### src/rtl/mackerel_bus_pkg.sv
// Shared types and default constants for the mackerel bus acknowledge stage.
// Optional feature macro: MACKEREL_AUTOVECTOR_EN (IACK cycles autovector via /VPA).
package mackerel_bus_pkg;

    // Acknowledge FSM states; encoding is visible on the debug state port.
    typedef enum logic [1:0] {
        ST_IDLE = 2'd0,
        ST_WAIT = 2'd1,
        ST_ACK  = 2'd2,
        ST_ERR  = 2'd3
    } state_t;

    // Source latched at cycle start.
    typedef enum logic [2:0] {
        SRC_NONE = 3'd0,
        SRC_ROM  = 3'd1,
        SRC_RAM  = 3'd2,
        SRC_USB  = 3'd3,
        SRC_SER  = 3'd4,
        SRC_MFP  = 3'd5,
        SRC_AVEC = 3'd6
    } src_t;

    localparam int CNT_W            = 8;
    localparam int DEF_ROM_WAIT     = 2;
    localparam int DEF_RAM_WAIT     = 0;
    localparam int DEF_USB_WAIT     = 3;
    localparam int DEF_TIMEOUT      = 64;

    // Sources whose acknowledge comes from the local wait counter
    // rather than from a device DTACK line.
    function automatic logic src_is_timed(input src_t s);
        return (s == SRC_ROM) || (s == SRC_RAM) || (s == SRC_USB) || (s == SRC_AVEC);
    endfunction

endpackage

### src/rtl/mackerel_bus_timer.sv
// Wait-state down-counter and cycle timeout up-counter for the acknowledge stage.
// Both counters are 8 bits and are loaded together at cycle start.
module mackerel_bus_timer
    import mackerel_bus_pkg::*;
#(
    parameter int TIMEOUT = DEF_TIMEOUT
) (
    input  logic             i_clk,
    input  logic             i_rst_n,
    input  logic             i_load,
    input  logic [CNT_W-1:0] i_load_val,
    input  logic             i_run,
    output logic             o_wait_done,
    output logic             o_tmo_tc
);

    logic [CNT_W-1:0] r_wait;
    logic [CNT_W-1:0] r_tmo;

    // Wait counter: load the region's wait count, then count down while waiting.
    always_ff @(posedge i_clk or negedge i_rst_n) begin
        if (!i_rst_n) begin
            r_wait <= '0;
        end else if (i_load) begin
            r_wait <= i_load_val;
        end else if (i_run && (r_wait != '0)) begin
            r_wait <= r_wait - 1'b1;
        end
    end

    // Timeout counter: cleared at cycle start, counts up while waiting, saturates.
    always_ff @(posedge i_clk or negedge i_rst_n) begin
        if (!i_rst_n) begin
            r_tmo <= '0;
        end else if (i_load) begin
            r_tmo <= '0;
        end else if (i_run && (r_tmo != {CNT_W{1'b1}})) begin
            r_tmo <= r_tmo + 1'b1;
        end
    end

    // The decrement taken at this edge brings the wait count to zero.
    assign o_wait_done = (r_wait == CNT_W'(1));
    // The increment taken at this edge brings the timeout count to TIMEOUT-1.
    assign o_tmo_tc    = (r_tmo == CNT_W'(TIMEOUT - 2));

endmodule

### src/rtl/mackerel_bus_ack.sv
// 68000 bus-cycle acknowledge stage: inserts wait states for internally timed
// regions, forwards device DTACK for self-timed peripherals, and raises /BERR
// when a cycle is not acknowledged within TIMEOUT clocks.
// Optional feature macro: MACKEREL_AUTOVECTOR_EN -- IACK cycles answer with /VPA
// after USB_WAIT clocks instead of waiting on the MFP.
//
// Handshake: a cycle starts at the first edge in IDLE where AS is sampled low;
// the acknowledge (DTACK, BERR or VPA, exactly one, active low) is held until
// AS is sampled high, which releases it and returns to IDLE. AS sampled high
// before acknowledge aborts the cycle silently. A new cycle needs AS high for
// at least one edge, which the release edge itself provides.
// Legal parameters: TIMEOUT 4..255, every *_WAIT below TIMEOUT.
module mackerel_bus_ack
    import mackerel_bus_pkg::*;
#(
    parameter int ROM_WAIT = DEF_ROM_WAIT,
    parameter int RAM_WAIT = DEF_RAM_WAIT,
    parameter int USB_WAIT = DEF_USB_WAIT,
    parameter int TIMEOUT  = DEF_TIMEOUT
) (
    input  logic       CLK,
    input  logic       RST,
    input  logic       AS,
    input  logic       IACK,
    input  logic       ROMEN,
    input  logic       RAMEN,
    input  logic       USBEN,
    input  logic       SEREN,
    input  logic       MFPEN,
    input  logic       DTACK_MFP,
    input  logic       DTACK_SER,
    output logic       DTACK,
    output logic       BERR,
    output logic       VPA,
    output logic [1:0] o_dbg_state
);

    state_t           r_state;
    src_t             r_src;
    logic             r_dtack;
    logic             r_berr;
    logic             r_vpa;

    state_t           w_state_nxt;
    src_t             w_src_nxt;
    src_t             w_src_sel;
    logic [CNT_W-1:0] w_wait_sel;
    logic             w_load;
    logic             w_run;
    logic             w_ack_cond;
    logic             w_wait_done;
    logic             w_tmo_tc;

    mackerel_bus_timer #(
        .TIMEOUT (TIMEOUT)
    ) u_timer (
        .i_clk       (CLK),
        .i_rst_n     (RST),
        .i_load      (w_load),
        .i_load_val  (w_wait_sel),
        .i_run       (w_run),
        .o_wait_done (w_wait_done),
        .o_tmo_tc    (w_tmo_tc)
    );

    // Source priority at cycle start; ROM beats RAM because they overlap at boot.
    always_comb begin
        w_src_sel  = SRC_NONE;
        w_wait_sel = '0;
        if (!IACK) begin
`ifdef MACKEREL_AUTOVECTOR_EN
            w_src_sel  = SRC_AVEC;
            w_wait_sel = CNT_W'(USB_WAIT);
`else
            w_src_sel  = SRC_MFP;
`endif
        end else if (!MFPEN) begin
            w_src_sel  = SRC_MFP;
        end else if (!SEREN) begin
            w_src_sel  = SRC_SER;
        end else if (!USBEN) begin
            w_src_sel  = SRC_USB;
            w_wait_sel = CNT_W'(USB_WAIT);
        end else if (!ROMEN) begin
            w_src_sel  = SRC_ROM;
            w_wait_sel = CNT_W'(ROM_WAIT);
        end else if (!RAMEN) begin
            w_src_sel  = SRC_RAM;
            w_wait_sel = CNT_W'(RAM_WAIT);
        end
    end

    // Acknowledge condition for the latched source while waiting.
    always_comb begin
        w_ack_cond = 1'b0;
        case (r_src)
            SRC_ROM, SRC_RAM, SRC_USB, SRC_AVEC: w_ack_cond = w_wait_done;
            SRC_SER:                             w_ack_cond = !DTACK_SER;
            SRC_MFP:                             w_ack_cond = !DTACK_MFP;
            default:                             w_ack_cond = 1'b0;
        endcase
    end

    // Next-state logic: abort beats acknowledge, acknowledge beats timeout.
    always_comb begin
        w_state_nxt = r_state;
        w_src_nxt   = r_src;
        w_load      = 1'b0;
        w_run       = 1'b0;
        case (r_state)
            ST_IDLE: begin
                if (!AS) begin
                    w_load    = 1'b1;
                    w_src_nxt = w_src_sel;
                    if (src_is_timed(w_src_sel) && (w_wait_sel == '0)) begin
                        w_state_nxt = ST_ACK;
                    end else begin
                        w_state_nxt = ST_WAIT;
                    end
                end
            end
            ST_WAIT: begin
                w_run = 1'b1;
                if (AS) begin
                    w_state_nxt = ST_IDLE;
                end else if (w_ack_cond) begin
                    w_state_nxt = ST_ACK;
                end else if (w_tmo_tc) begin
                    w_state_nxt = ST_ERR;
                end
            end
            ST_ACK, ST_ERR: begin
                if (AS) begin
                    w_state_nxt = ST_IDLE;
                end
            end
            default: w_state_nxt = ST_IDLE;
        endcase
    end

    // State and latched source register.
    always_ff @(posedge CLK or negedge RST) begin
        if (!RST) begin
            r_state <= ST_IDLE;
            r_src   <= SRC_NONE;
        end else begin
            r_state <= w_state_nxt;
            r_src   <= w_src_nxt;
        end
    end

    // Registered active-low DTACK/BERR decoded from the next state.
    always_ff @(posedge CLK or negedge RST) begin
        if (!RST) begin
            r_dtack <= 1'b1;
            r_berr  <= 1'b1;
        end else begin
            r_dtack <= !((w_state_nxt == ST_ACK) && (w_src_nxt != SRC_AVEC));
            r_berr  <= !(w_state_nxt == ST_ERR);
        end
    end

`ifdef MACKEREL_AUTOVECTOR_EN
    // Registered active-low VPA for autovectored interrupt acknowledge.
    always_ff @(posedge CLK or negedge RST) begin
        if (!RST) begin
            r_vpa <= 1'b1;
        end else begin
            r_vpa <= !((w_state_nxt == ST_ACK) && (w_src_nxt == SRC_AVEC));
        end
    end
`else
    // Autovectoring disabled: VPA never asserts.
    always_comb begin
        r_vpa = 1'b1;
    end
`endif

    assign DTACK       = r_dtack;
    assign BERR        = r_berr;
    assign VPA         = r_vpa;
    assign o_dbg_state = r_state;

endmodule

### config.mk
export PLATFORM = sky130hd
export DESIGN_NAME = mackerel_bus_ack
export DESIGN_NICKNAME = d
export VERILOG_FILES = /design/src/rtl/mackerel_bus_pkg.sv /design/src/rtl/mackerel_bus_timer.sv /design/src/rtl/mackerel_bus_ack.sv
export SDC_FILE = /design/constraint.sdc
export NUM_CORES = 1
export LEC_CHECK = 0
export ABC_AREA = 1
export BUFFER_PORTS_ARGS = -buffer_cell sky130_fd_sc_hd__buf_2
export CORE_UTILIZATION = 35
export CTS_BUF_LIST = sky130_fd_sc_hd__clkbuf_8
export DETAILED_ROUTE_END_ITERATION = 12
export SLEW_MARGIN = 20
export SYNTH_ARGS = -nofsm -noshare
export SYNTH_HDL_FRONTEND = slang
export SYNTH_SLANG_ARGS = --single-unit
### constraint.sdc
create_clock -name CLK -period 3.4 [get_ports CLK]
set_input_delay 0.34 -clock CLK [delete_from_list [all_inputs] [get_ports CLK]]
set_output_delay 0.34 -clock CLK [all_outputs]
set_load 0.005 [all_outputs]
### Word-level counts from Yosys, hierarchy flattened

Cells that the tools add are included.
W data, S select, Z words.

| operators by class | value |
|---|---|
| reductions and logical operators | 18 |
| equal/unequal tests | 19 |
| multiplexer cells | 28 |
| add/sub/neg operators | 2 |

Operator list:

| operator | number |
|---|---|
| $mux W8 | 5 |
| $mux W2 | 13 |
| $mux W3 | 5 |
| $eq A3 B2 Y1 const B | 4 |
| $eq A3 B3 Y1 const B | 4 |
| $add A8 B1 Y8 const B | 1 |
| $eq A2 B2 Y1 const B | 4 |
| $eq A8 B1 Y1 const B | 1 |
| $eq A8 B6 Y1 const B | 1 |
| $logic_not A8 Y1 | 1 |
| $ne A8 B8 Y1 const B | 1 |
| $reduce_bool A8 Y1 | 1 |
| $sub A8 B1 Y8 const B | 1 |
| $eq A3 B1 Y1 const B | 2 |
| $pmux W2 S3 | 1 |
| $logic_and A1 B1 Y1 | 4 |
| $logic_not A1 Y1 | 4 |
| $reduce_bool A2 Y1 | 2 |
| $reduce_or A4 Y1 | 1 |
| $logic_or A1 B1 Y1 | 3 |
| $mux W1 | 3 |
| $ne A3 B3 Y1 const B | 1 |
| $pmux W1 S3 | 1 |
| $eq A2 B1 Y1 const B | 1 |
| 2 further kinds | 2 |

| word-level totals | value |
|---|---|
| input bits | 11 |
| flip-flop bits (word level) | 23 |

### Depth between registers and ports, before layout

Gate-level depths: netlist of the first run.

| depth | value |
|---|---|
| depth in word-level cells | 17 |
| gate-level depth with buffers | 10 |
| gate-level depth less buffers | 10 |

### Hierarchy

Synthesis of the first run repeated with hierarchy kept, for this count alone.

| second synthesis, totals | value |
|---|---|
| cell total of the unflattened synthesis | 231 |
| area total of the unflattened synthesis | 1,584.0 um^2 |

Modules (own cells, without submodules):

| module | times used | cells an instance | area each (um^2) |
|---|---|---|---|
| mackerel_bus_timer | 1 | 162 | 1,108.6 |
| mackerel_bus_ack | 1 | 69 | 475.5 |

### Worst setup path before layout of the first run

No wires, ideal clock.

| timing | value |
|---|---|
| kind | reg2reg |
| start point | reg u_timer.r_wait[0] |
| end point | reg u_timer.r_wait[6] |
| path slack | 2.082 ns |
| stages on the path, launching flop included | 8 |
| arrival | 1.197 ns |
| period minus slack after synthesis | 1.318 ns |
| data required time | 3.279 ns |
| cells stage by stage | dfrtp_1 > inv_1 > ha_1 > nand2_2 > o21ai_4 > nand2_2 > nand3_1 > o21ai_1 |

| between the ends | value |
|---|---|
| longest elaborated chain between the ends | 3 |
| elaborated cells on any way between the ends | 6 |
| classes of those cells | add/sub: 1; mux: 2; reduce/logical: 3 |

RTL lines:

| element | line | text |
|---|---|---|
| from (decl) | mackerel_bus_timer.sv:17 | `logic [CNT_W-1:0] r_wait;` |
| from (signal assigned) | mackerel_bus_timer.sv:25 | `r_wait <= i_load_val;` |
| from (signal assigned) | mackerel_bus_timer.sv:27 | `r_wait <= r_wait - 1'b1;` |
| $sub A8 B1 Y8 / $reduce_bool A8 Y1 (equally long branches) | mackerel_bus_timer.sv:27, mackerel_bus_timer.sv:26 |  |
| $mux W8 / $logic_and A1 B1 Y1 (equally long branches) | mackerel_bus_timer.sv:26 | `end else if (i_run && (r_wait != '0)) begin` |
| $mux W8 / $reduce_bool A2 Y1 (equally long branches) | -- |  |

Parallel ways exist; a longest one is shown, timed or not. The select of a mux whose other input is x is not followed.
A chain may end at the register's enable or synchronous reset.

### Worst setup path in the final report of the first run

| timing | value |
|---|---|
| start point | reg r_state[1], in the netlist o_dbg_state[1] |
| end point | reg u_timer.r_wait[1] |

| between the ends | value |
|---|---|
| longest elaborated chain between the ends | 4 |
| elaborated cells on any way between the ends | 7 |
| classes of those cells | eq/ne: 1; mux: 3; reduce/logical: 3 |

RTL lines:

| element | line | text |
|---|---|---|
| from (decl) | mackerel_bus_ack.sv:38 | `state_t r_state;` |
| from (signal assigned) | mackerel_bus_ack.sv:147 | `r_state <= w_state_nxt;` |
| $eq A2 B1 Y1 | mackerel_bus_ack.sv:110 | `case (r_state)` |
| $mux W1 | mackerel_bus_ack.sv:110 |  |
| $logic_and A1 B1 Y1 | mackerel_bus_timer.sv:26 |  |
| $reduce_bool A2 Y1 (no source line) | -- |  |

Parallel ways exist; a longest one is shown, timed or not.

==> metrics, run 1 <==
postcts setup bufs 0; proportion of layout cells with a drive suffix above 1 0.1692; combinational share of power 0.413; CTS tree yes; placed insts between 200 and 250; Hold Buf Count CTS 0; Iter 0 DRT Violations 13; share of the synthesized area in the top cell type 0.3850; htree depth 1; Synth area leaders dfrtp_1, nand2_1, inv_1, nor2_1, dfstp_2; initial antenna violation count 0; area of the core 3689 um^2; die area approximately 4200 um^2; fin crit period 1622 ps; post-synthesis sequential area ratio 0.4235; net switching power figure just over 400 uW; I/O Pins 16; Pwr Total ~970 uW; Fin. Hold Viols 0; gpl congestion between 0.7 and 0.8; crit path buf inv count 1; Initial Util 0.3701; Num Clock Sinks 23; worst-path cell chain nor2_2, nand2_1, clkinv_2, nand2_2, o22ai_1, nand2_1, o21ai_1; WP data arrival 1820 ps; Finished Layout Cells 249; die width between 60 and 70 um; fin crit share 0.4770; P_leak 0.7859 nW; CP delay by family, top simple AND/OR/NAND/NOR gates; max-slew violations 0; R2R setup slack 1780 ps; R2R Path Start o_dbg_state[1]$_DFF_PN0_; Req. time, crit path roughly 3600 ps; RSZ-0062 raised after global routing false; vias in the first global route approximately 1.0k; Avg Synthesized Cell Area approximately 7.4 um^2; worst slew pin tran between 500 and 600 ps; Die Height ~64 um; Final Setup Violations 0; antenna viol nets, final 0; drt wl/cell ~10 um; number of port buffers 14; Area Growth Syn to Fin 12.01%; vias per cell 4.631; clock root cell clkbuf_8; worst vdd rail ir drop approximately 0.00027 V; Max-cap violations 0; CP peak stage delay roughly 410 ps; reg-to-reg endpoint u_timer.r_wait[1]$_DFFE_PN0P_; 1st-pass router iterations 4; Seq cells post-synth 23; synth unique cells 31; Cells after Synth around 190; Clock Skews roughly 6.6 ps; grt total ovfl 0; post-DP HPWL 2021 um; nets 217; total track usage 0.1457; CP most frequent cell nand2_1; Mapped Area around 1400 um^2; Critical-path top delay cell dfrtp_1; Max FO, Critical Path 13; status finished clean; Ys Warns 0; setup TNS 0 ps; syn nets 200; FMAX between 600 and 700 MHz; Pwr Density approximately 640 nW/um^2; crit path launch type flip-flop; site row count 22; internal power around 570 uW; nature of the critical path endpoint flip-flop; cell taking the most area after synthesis dfrtp_1; DRC viols 0; DR vias 1,153; DRT Wirelength 2591 um; global-route wire length before repair about 4700 um; Clock power frac 0.174; worst rel slew slack 0.6545; sequential share of power 0.413; CTS resizes 0; Reg2Reg Depth 7; Worst Hold Class in2async; Filler cells between 400 and 500; CTS Buffer Depth 2; sw frac 0.4157; largest net degree at the start of global routing 24; TritonCTS buffer count 3; # diodes 0; CP Class reg2reg; clk_lat worst skew around 260 ps; Reg clk slew, reported paths ~80 ps
-- kinds of logic after synthesis --
| kind of cell | after synthesis | share of synthesized area |
|---|---|---|
| DFF | 23 | 0.4235 |
| xor gates and xnor gates | 3 | 0.01925 |
| AOI/OAI and AO/OA | 26 | 0.1155 |
| buffers and inverters | 32 | 0.09257 |
| and+or+nand+nor | 96 | 0.3098 |
| other | 1 | 0.002747 |
| adders and majority gates | 4 | 0.03667 |
-- worst max path at each step --
stage | from | to | slack (ps) | cells after the start
after floorplan | u_timer.r_wait[0]$_DFFE_PN0P_ | u_timer.r_wait[6]$_DFFE_PN0P_ | 2080 | 7
after global placement | AS | u_timer.r_tmo[3]$_DFFE_PN0P_ | 1780 | 8
after detailed placement | AS | u_timer.r_tmo[3]$_DFFE_PN0P_ | 1740 | 8
after CTS | o_dbg_state[0]$_DFF_PN0_ | u_timer.r_tmo[3]$_DFFE_PN0P_ | 1720 | 7
after global routing | o_dbg_state[0]$_DFF_PN0_ | u_timer.r_tmo[1]$_DFFE_PN0P_ | 1580 | 6
final | o_dbg_state[1]$_DFF_PN0_ | u_timer.r_wait[1]$_DFFE_PN0P_ | 1780 | 7
-- power groups by stage --
stage	Clock, mW	Sequential, mW	Combinational (mW)
2_1_floorplan	0	0.397	0.317
3_3_place_gp	0	0.407	0.402
3_5_place_dp	0	0.407	0.405
4_1_cts	0.177	0.402	0.407
5_1_grt	0.188	0.412	0.471
6_report	0.169	0.401	0.401
-- placed cells by master (no fill, tap or decap), types with 4 or more instances in the layout --
| master | count |
|---|---|
| nand2_1 | 48 |
| inv_1 | 27 |
| nor2_1 | 22 |
| dfrtp_1 | 21 |
| buf_2 | 14 |
| o21ai_0 | 9 |
| nand3_1 | 8 |
| nor3_1 | 5 |
| nand2_2 | 4 |
| a21oi_1 | 4 |
| o21ai_1 | 4 |
| ha_1 | 4 |
-- per-layer routing --
| layer | up-vias | global-route usage | wire, um |
|---|---|---|---|
| li1 | 606 | - | - |
| met1 | 530 | 0.2143 | 1393 |
| met2 | 13 | 0.2132 | 1102 |
| met3 | 4 | 0.02113 | 59 |
| met4 | 0 | 0.05833 | 36 |
| met5 | - | 0 | 0 |
-- cells in the mapped netlist (all sizes together) --
| cell | instances |
|---|---|
| a21boi | 1 |
| a21o | 1 |
| a21oi | 5 |
| a31oi | 1 |
| buf | 2 |
| clkinv | 2 |
| conb | 1 |
| dfrtp | 21 |
| dfstp | 2 |
| ha | 4 |
| inv | 28 |
| nand2 | 52 |
| nand3 | 8 |
| nand4 | 3 |
| nor2 | 27 |
| nor3 | 6 |
| o21a | 1 |
| o21ai | 14 |
| o22ai | 3 |
| xnor2 | 1 |
| xor2 | 2 |
-- layout make-up --
type                       instances  area [um^2]  area share
sequential                        23        578.1      0.3781
tap                               48        60.06     0.03928
clock buffer                       3        41.29     0.02700
multi-input combinational        130        660.6      0.4321
clock inverter                     1        5.005    0.003273
inverter                          30        113.9     0.07447
timing repair buffer              14        70.07     0.04583
-- through the flow --
stage | util | setup slack (ps) | area, um^2 | hold WS [ps]
finish | 0.4145 | 1778 | 1529 | 35.12
detailed placement | 0.4020 | 1744 | 1483 | 360.2
global route | 0.4145 | 1584 | 1529 | 75.11
CTS | 0.4145 | 1725 | 1529 | 61.27
floorplan | - | 2082 | 1365 | 44.41
global placement | 0.4020 | 1777 | 1483 | 358.8
-- flip-flops by register name, summed over array words and instances (netlist names) --
| signal | count |
|---|---|
| u_timer.r_tmo | 8 |
| o_dbg_state | 2 |
| r_src | 3 |
| u_timer.r_wait | 8 |
| BERR | 1 |
| DTACK | 1 |
-- worst reg2reg max path, delay by kind of cell, from the launching register on --
kind	cells	cell delay (ps)
compound gates	2	230
simple gates	4	660
flops	1	410
buf+inv	1	270
(Power assumes the default switching activity.)
==> run 2: changes to the inputs <==
--- a/config.mk
+++ b/config.mk
@@ -5,7 +5,7 @@
 export SDC_FILE = /design/constraint.sdc
 export NUM_CORES = 1
 export LEC_CHECK = 0
-export ABC_AREA = 1
+export ABC_AREA = 0
 export BUFFER_PORTS_ARGS = -buffer_cell sky130_fd_sc_hd__buf_2
 export CORE_UTILIZATION = 35
 export CTS_BUF_LIST = sky130_fd_sc_hd__clkbuf_8
==> constraint.sdc (replaced) <==
create_clock -name CLK -period 1.3 [get_ports CLK]
set_input_delay 0.13 -clock CLK [delete_from_list [all_inputs] [get_ports CLK]]
set_output_delay 0.13 -clock CLK [all_outputs]
set_load 0.005 [all_outputs]
==> metrics, run 2 <==
worst slew pin tran 541.7 ps (+23.47 ps); syn nets 144 (-28%); Req. time, crit path 1470 ps (-2130 ps); post-synthesis sequential area ratio 0.4472 (+0.02378); Clock Skews 7.035 ps (+0.4490 ps); I/O Pins 16 (unchanged); crit path launch type flip-flop; setup TNS -2777 ps (-2777 ps); antenna viol nets, final 0 (unchanged); Die Height 62.77 um (-2.6%); top post-synthesis cells by count dfrtp_1, nor2_1, nand2_1; nature of the critical path endpoint flip-flop; P_leak 0.9311 nW (+18%); number of port buffers 14 (unchanged); most numerous cell in the Yosys netlist dfrtp_1; DRC viols 0 (unchanged); Finished Layout Cells 243 (-2.4%); 1st-pass router iterations 6 (+2); Num Clock Sinks 23 (unchanged); Final Setup Violations 18 (+18); Iter 0 DRT Violations 54 (+41); worst rel slew slack 0.6389 (-0.01565); fin crit period 1597 ps (-25.17 ps); number of synthesized flops with an enable pin 0 (unchanged); die width 62.77 um (-2.6%); max-slew violations 0 (unchanged); RSZ-0062 raised after global routing true; DRT Wirelength 3926 um (+52%); Final WS setup -296.7 ps (-2075 ps); Pwr Density 2171 nW/um^2 (+240%); global-route wire length before repair 6299 um (+35%); vias per cell 5.444 (+18%); vias in the first global route 1,360 (+30%); CTS Buffer Depth 2 (unchanged); share of the synthesized area in the top cell type 0.4066 (+0.02161); failing checks setup timing; CP Class reg2reg; DR vias 1,323 (+15%); htree depth 1 (unchanged); WP data arrival 1760 ps (-60 ps); most frequent cells in the layout buf_4, dfrtp_1, buf_2; synth unique cells 46 (+48%); cell taking the most area after synthesis dfrtp_1; Max-cap violations 0 (unchanged); asr flop ratio synth 1.000 (unchanged); clock root cell clkbuf_8; CTS tree yes; Worst Hold Class in2reg; site row count 21 (-4.5%); clk_lat worst skew 270 ps (about the same); commonest non-fill, non-tap cell in the layout buf_4; worst vdd rail ir drop 0.001353 V (+410%); Ys Warns 0 (unchanged); ys flop type dfrtp_1; Layout Utilization 0.6183 (+0.2038); grt total ovfl 0 (unchanged); Seq cells post-synth 23 (unchanged); status finished with violations; FMAX 626.3 MHz (+1.6%); Cells after Synth 129 (-30%); placed insts 227 (-7.3%); largest net degree at the start of global routing 24 (unchanged); total track usage 0.2059 (+0.06022); Reg clk slew, reported paths 90 ps (about the same); TritonCTS buffer count 3 (unchanged); Avg Synthesized Cell Area 10.02 um^2 (+36%); area of the core 3442 um^2 (-6.7%); Area Growth Syn to Fin 64.67%; Mapped Area 1292 um^2 (-5.3%); post-DP HPWL 2442 um (+21%); Fin. Hold Viols 0 (unchanged); gpl congestion 0.8120 (+4.8%); nets 213 (-1.8%); Synth area leaders dfrtp_1, xnor2_1, dfstp_2, ha_1, nor2_1; # diodes 0 (unchanged); Initial Util 0.3755 (+0.005419); Regs by FF count u_timer.r_tmo x8, u_timer.r_wait x8, r_src x3; drt wl/cell 16.16 um (+55%); proportion of layout cells with a drive suffix above 1 0.5635 (+0.3943); die area 3940 um^2 (-5.1%); Max FO, Critical Path 4 (-9); fin crit share 1.228 (+0.7512); Pwr Total 4.621 mW (+380%); initial antenna violation count 0 (unchanged)
## run 2: changes by cell type in the layout (fill, tap and decap cells not counted), moves of 4 or more
| cell | delta |
|---|---|
| buf_4 | +43 |
| buf_6 | +9 |
| inv_1 | -21 |
| nand2_1 | -42 |
| nor2_1 | -14 |
| nor3_1 | -4 |
| o211ai_1 | +5 |
| o21ai_0 | -7 |
| xnor2_1 | +5 |
## run 2: path summary, 6_finish.rpt
path,start,to,slack [ps],cells after the start
min,AS,o_dbg_state[1]$_DFF_PN0_,130,2
min in group asynchronous,RST,u_timer.r_wait[4]$_DFFE_PN0P_,360,2
max in group asynchronous,RST,o_dbg_state[1]$_DFF_PN0_,540,2
min reg2reg,u_timer.r_tmo[5]$_DFFE_PN0P_,u_timer.r_tmo[5]$_DFFE_PN0P_,570,2
max,u_timer.r_wait[2]$_DFFE_PN0P_,u_timer.r_wait[7]$_DFFE_PN0P_,-300,4
max reg2reg,u_timer.r_wait[2]$_DFFE_PN0P_,u_timer.r_wait[7]$_DFFE_PN0P_,-300,4
## run 2: final cells by class
| class | count | area [um^2] |
|---|---|---|
| Tap cell | 46 | 57.56 |
| Timing Repair Buffer | 67 | 504.2 |
| Clock buffer | 3 | 41.29 |
| Fill cell | 273 | 1314 |
| Inverter | 7 | 26.28 |
| Multi-Input combinational cell | 96 | 915.9 |
| Sequential cell | 23 | 579.3 |
| Clock inverter | 1 | 3.754 |
## run 2: per-stage QoR
stage / setup slack (ps) / hold slack, ps / area (um^2)
CTS: -294.2 / 111.8 / 2043
global route: -339.9 / 119.8 / 2128
floorplan: -249.5 / -165.6 / 1329
finish: -296.7 / 126.5 / 2128
global placement: -303.0 / 136.4 / 1743
detailed placement: -325.1 / 141.2 / 1743
## run 2: logic make-up after synthesis
group / Yosys count / share of synthesized area
AOI/OAI and AO/OA: 35 / 0.2139
DFF: 23 / 0.4472
buffers and inverters: 11 / 0.04067
adders and majority gates: 4 / 0.03872
xor gates and xnor gates: 7 / 0.04744
other: 1 / 0.002901
and+or+nand+nor: 47 / 0.2014
muxes: 1 / 0.007745
## run 2: timing repair
item | in CTS | in global routing
pin swaps | 18 | 11
hold endpoints to repair | 21 | 0
gates cloned | 1 | 0
gates resized for setup | 37 | 13
setup buffers | 8 | 3
hold buffers | 1 | 0
endpoints found under the setup margin | 22 | 22
## run 2: critical path, stage by stage (launching register included)
cell and delay, ps:
dfrtp_1 420, or4_4 560, a2111oi_4 300, xnor2_1 180, nor2_2 40
## run 2: layer usage
metal | vias to the layer above | GRT usage | part of all wire
li1 | 619 | - | -
met1 | 671 | 0.2581 | 0.44
met2 | 27 | 0.3533 | 0.53
met3 | 6 | 0.03650 | 0.023
met4 | 0 | 0.07267 | 0.013
met5 | - | 0 | 0
## run 2: power by group
group          switching (mW)  internal (mW)
combinational            1.44           1.59
clock                   0.239          0.211
sequential              0.209          0.932
